[src/rtl/fifo_wr_arbiter.sv]
// rtl/fifo_wr_arbiter.sv - round-robin arbiter sharing the async FIFO write port
module fifo_wr_arbiter #(
    parameter int NREQ      = 4,
    parameter int DSIZE     = 8,
    parameter int BURST_MAX = 4
) (
    input  logic                             wclk,
    input  logic                             wrst_n,
    input  logic [NREQ-1:0]                  req_valid,
    input  logic [NREQ-1:0]                  req_last,
    input  logic [NREQ*DSIZE-1:0]            req_data,
    output logic [NREQ-1:0]                  req_ready,
    input  logic                             wfull,
    output logic                             winc,
    output logic [DSIZE-1:0]                 wdata,
    output logic                             gnt_valid,
    output logic [$clog2(NREQ)-1:0]          gnt_id,
    output logic [$clog2(BURST_MAX+1)-1:0]   beat_cnt
);
    localparam int IW = $clog2(NREQ);
    localparam int CW = $clog2(BURST_MAX + 1);
    localparam logic [CW-1:0] BMAX     = CW'(BURST_MAX);
    localparam logic [IW-1:0] LAST_IDX = IW'(NREQ - 1);

    typedef enum logic {IDLE, GRANT} state_t;

    state_t        state, state_nxt;
    logic [IW-1:0] owner, owner_nxt;
    logic [IW-1:0] rr_ptr, rr_ptr_nxt;
    logic [IW-1:0] sel, cand;
    logic [CW-1:0] beat_nxt;
    logic          sel_found;
    logic          own_valid;
    logic          xfer;
    logic          release_now;

    // Search starts one past the last owner so the last owner has lowest priority.
    always_comb begin
        sel       = '0;
        cand      = '0;
        sel_found = 1'b0;
        for (int i = 1; i <= NREQ; i++) begin
            cand = IW'((int'(rr_ptr) + i) % NREQ);
            if (!sel_found && req_valid[cand]) begin
                sel_found = 1'b1;
                sel       = cand;
            end
        end
    end

    always_comb begin
        state_nxt   = state;
        owner_nxt   = owner;
        rr_ptr_nxt  = rr_ptr;
        beat_nxt    = beat_cnt;
        own_valid   = req_valid[owner];
        xfer        = 1'b0;
        release_now = 1'b0;
        winc        = 1'b0;
        req_ready   = '0;
        wdata       = req_data[int'(owner)*DSIZE +: DSIZE];
        case (state)
            IDLE: begin
                if (sel_found) begin
                    owner_nxt = sel;
                    beat_nxt  = '0;
                    state_nxt = GRANT;
                end
            end
            GRANT: begin
                xfer             = own_valid & ~wfull;
                winc             = xfer;
                req_ready[owner] = ~wfull;
                if (xfer) begin
                    beat_nxt = beat_cnt + CW'(1);
                end
                // Last word and burst limit on the same beat collapse into one release.
                release_now = ~own_valid
                            | (xfer & (req_last[owner] | (beat_cnt + CW'(1) == BMAX)));
                if (release_now) begin
                    state_nxt  = IDLE;
                    rr_ptr_nxt = owner;
                end
            end
        endcase
    end

    always_ff @(posedge wclk or negedge wrst_n) begin
        if (!wrst_n) begin
            state    <= IDLE;
            owner    <= '0;
            rr_ptr   <= LAST_IDX;
            beat_cnt <= '0;
        end else begin
            state    <= state_nxt;
            owner    <= owner_nxt;
            rr_ptr   <= rr_ptr_nxt;
            beat_cnt <= beat_nxt;
        end
    end

    assign gnt_valid = (state == GRANT);
    assign gnt_id    = owner;

endmodule

[config.mk]
export PLATFORM = sky130hd
export DESIGN_NAME = fifo_wr_arbiter
export DESIGN_NICKNAME = d
export VERILOG_FILES = /design/src/rtl/fifo_wr_arbiter.sv
export SDC_FILE = /design/constraint.sdc
export NUM_CORES = 1
export LEC_CHECK = 0
export CAP_MARGIN = 10
export CORE_AREA = 2 2 50 52
export CTS_BUF_LIST = sky130_fd_sc_hd__clkbuf_16
export CTS_CLUSTER_DIAMETER = 50
export DETAILED_ROUTE_END_ITERATION = 7
export DIE_AREA = 0 0 52 54
export PLACE_DENSITY = 0.83
export SLEW_MARGIN = 5
export SYNTH_ARGS = -nofsm -noshare
export SYNTH_HDL_FRONTEND = slang
export SYNTH_SLANG_ARGS = --single-unit
[constraint.sdc]
create_clock -name wclk -period 2.47 [get_ports wclk]
set_input_delay 0.3705 -clock wclk [delete_from_list [all_inputs] [get_ports wclk]]
set_output_delay 0.3705 -clock wclk [all_outputs]
set_load 0.05 [all_outputs]
==> results.py <==
metrics = {
    "status": {
        "status": "complete, no violations",
    },
    "power": {
        "p_total_mw": 1.86,
        "worst_ir_drop_vdd_mv": 0.948,
        "p_leak_nw": 0.606,
        "cellPowerDensity_nw_per_um2": 1250,
    },
    "setup_path": {
        "arrival_ns": 1.81,
        "setup.worst_path.end_class": "output pin",
        "r2r_slack_ns": 0.69,
        "cp_max_fo": 6,
        "criticalPathCategory": "input port to output pin",
        "required_ns": 2.10,
        "cp-start-kind": "input port",
    },
    "flow_run": {
        "drv_cap": 0,
    },
    "cells_and_area": {
        "mostFrequentLayoutCells": "clkdlybuf4s50_1 (47), buf_4 (14), mux4_2 (9), dfrtp_1 (6)",
        "layout.nets": 180,
        "nFillCells": 183,
        "drive_above_1_share_pct": 28.4,
        "layout_commonest_cell": "clkdlybuf4s50_1",
        "antenna_cells": 0,
        "multi_input_area_sq_um": 534,
        "post-route-util_pct": 63.8,
        "seq_area_sq_um": 203,
        "syn2layout_area_growth_pct": 92.0,
    },
    "sta": {
        "tns_ns": 0,
        "maxSlewHeadroom_pct": 66.0,
        "min_period_ns": 2.18,
        "fin_skew_ns": 0.00191,
        "rsz0062_at_grt": "no",
        "worst_slew_pin_slew_ns": 0.508,
        "finalHoldViolations": 0,
        "fmax_ghz": 0.458,
        "slew_violations": 0,
        "fin_crit_sh_pct": 88.4,
        "setup_viol": 0,
    },
    "cts": {
        "cts-hold-fix-buffers": 0,
        "clk_pin_slew_worst_paths_ns": 0.04,
        "cts_root_buf": "clkbuf_16",
        "htreeDepth": 1,
        "clockBufferDepth": 2,
        "insertion_delay_ns": 0.23,
        "clock_sinks": 8,
        "ctsResizeCount": 0,
        "cts_buffers": 3,
        "cts_tree": "built",
        "cts_setup_buffers": 0,
    },
    "synthesis": {
        "ys_types": 30,
        "syn_nets": 118,
        "ys_ff_latch": 8,
        "yosys_warnings": 0,
        "yosysSeqAreaShare_pct": 26.3,
        "syn_avg_cell_area_sq_um": 10.6,
        "synthesis.instances": 73,
        "synthesis.area_sq_um": 771,
    },
    "detailed_routing": {
        "via_count": 838,
        "wl_um": 2510,
        "drc": 0,
        "first_pass_iters": 4,
        "vias_per_cell": 5.11,
        "drt_iter0_drc": 11,
        "antenna_left": 0,
        "wl_per_cell_um": 15.3,
    },
    "grt": {
        "grtUsageTotal_pct": 18.6,
        "grt_pass1_wl_um": 3750,
        "grt-ovfl-total": 0,
        "antenna_found_initial": 0,
        "grt_pass1_vias": 874,
        "grt_max_degree": 14,
    },
    "die": {
        "dieArea_sq_um": 2810,
        "rows": 18,
        "pin_count": 62,
        "core_area_sq_um": 2320,
        "die_h_um": 54,
        "initial_core_util_pct": 33.2,
        "chipWidth_um": 52,
    },
    "place": {
        "hpwl_um": 2040,
        "gp_congestion": 0.726,
        "io_buffers": 61,
    },
    "min_path": {
        "holdCritPathClass": "input port to asynchronous set/reset pin",
    },
}
==> synth_stat cells <==
| library cell | count | area share [%] |
|---|---|---|
| buf_6 | 1 | 1.5 |
| nand3_1 | 4 | 2.6 |
| and3_1 | 1 | 0.81 |
| clkbuf_1 | 3 | 1.5 |
| buf_2 | 2 | 1.3 |
| a21boi_0 | 1 | 0.97 |
| nand2_1 | 5 | 2.4 |
| xor2_1 | 1 | 1.1 |
| a31o_2 | 1 | 1.1 |
| inv_1 | 3 | 1.5 |
| nor3_1 | 3 | 1.9 |
| o21ai_0 | 4 | 2.6 |
| nor4_1 | 1 | 0.81 |
| mux4_2 | 9 | 26 |
| nor2b_1 | 1 | 0.81 |
| mux2i_1 | 3 | 3.9 |
| nor2_2 | 1 | 0.81 |
| dfstp_2 | 2 | 6.8 |
| nand2b_1 | 2 | 1.6 |
| ha_1 | 2 | 3.2 |
| o22ai_1 | 1 | 0.81 |
| nand3b_1 | 2 | 1.9 |
| dfrtp_1 | 6 | 19 |
| nor2_1 | 5 | 2.4 |
| nor3b_1 | 2 | 1.9 |
| xnor2_1 | 1 | 1.1 |
| or2_2 | 1 | 0.81 |
| a21oi_1 | 2 | 1.3 |
| a2111oi_4 | 1 | 3.6 |
| mux2_2 | 2 | 2.9 |
==> registers in the layout (all words and copies together) (netlist names) <==
name,count
rr_ptr,2
gnt_id,2
beat_cnt,3
gnt_valid,1
==> kinds of logic after synthesis <==
family	share of synthesized area, %
mux	33.1
buf+inv	5.68
simple gates	19.0
xor+xnor	2.27
flops	26.3
compound gates	10.4
fa+ha+maj	3.25
==> path summary, 6_finish.rpt <==
check / start / endpoint / depth (start not counted)
max: req_valid[3] / winc / 5
max reg2reg: gnt_id[1] / rr_ptr[1] / 5
min in group wclk: gnt_id[0] / gnt_id[0] / 2
min: wrst_n / gnt_valid / 1
max in group asynchronous: wrst_n / rr_ptr[0] / 1
min reg2reg: gnt_id[0] / gnt_id[0] / 2
==> worst max-delay path, cell delays in order <==
cell             delay (ns)
clkdlybuf4s50_1        0.49
mux4_2                 0.56
nand2_1                0.15
inv_1                  0.05
buf_4                  0.18
==> cell type report <==
class	count	area share, %
inverters	3	0.761
well taps	30	2.54
flip-flops and latches	8	13.7
clock buffers	3	5.07
clock inverters	1	0.254
repair buffers	63	41.6
multi-input cells	56	36.1
==> stage by stage <==
step | worst slack (ns) | hold slack [ns] | instances | instance area [sq um]
6_report | 0.286 | 0.424 | 164 | 1480
3_5_place_dp | 0.296 | 0.565 | 160 | 1400
4_1_cts | 0.285 | 0.438 | 164 | 1480
5_1_grt | 0.221 | 0.455 | 164 | 1480
3_3_place_gp | 0.320 | 0.538 | 160 | 1400
2_1_floorplan | 0.254 | 0.0749 | 73 | 781
==> power breakdown <==
group	total (mW)	internal (mW)	leakage (nW)	switching, mW
registers	0.282	0.202	0.0974	0.0801
clock network	0.279	0.211	0.0423	0.0678
logic	1.29	0.525	0.466	0.769
==> routing by layer <==
metal  up-vias  share of wire [%]  GRT usage [%]
met5         -                  0              0
met4         0                1.7           10.5
met3         4                 13           5.83
met2        44                 47           34.4
met1       396                 38           18.4
li1        394                  -              -
No activity file was read; power rests on OpenSTA's default activity.
==> variant, RTL diff (config.mk and constraints unchanged) <==
Reset style: synchronous (`wrst_n`), changed in one clocked block. Comments in the files are not updated.
--- a/src/rtl/fifo_wr_arbiter.sv
+++ b/src/rtl/fifo_wr_arbiter.sv
@@ -85,7 +85,7 @@
         endcase
     end
 
-    always_ff @(posedge wclk or negedge wrst_n) begin
+    always_ff @(posedge wclk) begin
         if (!wrst_n) begin
             state    <= IDLE;
             owner    <= '0;
Behaviour: differs if wrst_n is asserted again (counterexample within 4 cycles, from zero or initial values and one cycle with wrst_n low); with wrst_n held inactive, the same outputs for 4 cycles.
==> variant against the unedited design <==
Sequential cell count unchanged. Wire length up 1.5%. Final area up 1.8%. First-iteration DRC count down 64%. Setup slack worse by 0.050 ns. Die area unchanged. Critical path depth unchanged. Area after synthesis up 0.97%. Critical path type unchanged.
Power is not compared: it rests on default switching activity, and its combinational part moved more than twofold at a synthesized area within 25%.
==> variant: results <==
[run_status]
status = finished, final reports clean

[setup_path]
r2r_start = gnt_id[1]$_SDFFE_PN0P_
cp.arrival_ns = 1.86
r2r-end = beat_cnt[0]$_SDFFE_PN0P_
max_stage_delay_ns = 0.54
reg2regPathDepth = 4

[pwr]
total_leakage_power_nw = 0.599

[placement]
routabilityCongestion = 0.810
placed_cells = 168
place_hpwl_microns = 2160

[sta]
relSlewSlack_pct = 65.5
skew_ns = 0.000620

[synthesis]
ys_types = 37
synth_common_cells = mux4_2 (9), dfxtp_1 (8), nor2_1 (5), o21ai_0 (5)
synth_area_leaders = mux4_2 (26%), dfxtp_1 (21%), mux2i_1 (3.9%)
synth_ff_type = dfxtp_1
async_flop_share_pct = 0
synthesis.nets = 125
syn_inst = 80
seq_area_frac_synth_pct = 20.6

[global_route]
grt_pass1_wl_microns = 3750
grt_max_degree = 16
grt_pass1_vias = 909
grt_use_total_pct = 18.6

[hold_path]
min_path_type = register to register

[route]
first_iter_violations = 4
drt-total-wl_microns = 2550
num_vias = 890
wire_per_inst_microns = 14.9

[finish]
final_nets = 188
num-fill-cells = 188
## variant: cell types whose count changed after synthesis, sizes merged, moves of 3 or more
cell    before  now
clkbuf       3    0
dfxtp        0    8
nand4b       0    3
buf          3    6
dfrtp        6    0
## variant: power by group through the flow
stage	clock network (mW)	registers [mW]	logic [mW]
final	0.270	0.160	0.374
after floorplan	0	0.171	0.223
after global routing	0.284	0.163	0.392
after global placement	0	0.161	0.369
after CTS	0.276	0.160	0.377
after detailed placement	0	0.162	0.376
## variant: worst max-delay path, delay by kind of cell
kind / cells / cell delay, ns
buffers and inverters: 3 / 0.79
AND/OR/NAND/NOR: 1 / 0.15
multiplexers: 1 / 0.54
## variant: area by class of cell
type | count | share of cell area (%)
clock buffers | 3 | 4.98
repair buffers | 64 | 43.0
well taps | 30 | 2.49
multi-input cells | 62 | 37.9
flip-flops and latches | 8 | 10.6
inverters | 4 | 0.997
## variant: cells by family after synthesis
family                     count (synthesis)  synth area share [%]
xor gates and xnor gates                   1                  1.13
muxes                                     13                  31.3
DFF                                        8                  20.6
AOI/OAI and AO/OA                         17                  15.4
buffers and inverters                     10                  6.75
adders and majority gates                  2                  3.21
and+or+nand+nor                           29                  21.5
## variant: worst max-delay path by stage
stage                                      start      endpoint  cells past startpoint
after floorplan           gnt_id[0]$_SDFFE_PN0P_  req_ready[1]                      4
after global placement              req_valid[3]          winc                      5
final                               req_valid[3]          winc                      5
after CTS                           req_valid[3]          winc                      5
after global routing      gnt_id[1]$_SDFFE_PN0P_          winc                      4
after detailed placement            req_valid[3]          winc                      5
## variant: routing by layer
metal,GRT usage [%],up-vias,share of wire [%]
met4,9.21,0,1.7
met2,36.5,47,49
li1,-,432,-
met5,0,-,0
met1,15.9,406,36
met3,7.78,5,14
## variant: per-stage QoR
step	setup slack (ns)	hold slack (ns)	power (mW)	instance area, sq um
final	0.235	0.531	0.804	1510
after global placement	0.290	0.523	0.530	1430
after detailed placement	0.241	0.529	0.537	1430
after global routing	0.157	0.561	0.839	1510
after floorplan	0.264	0.509	0.393	783
after CTS	0.241	0.537	0.812	1510
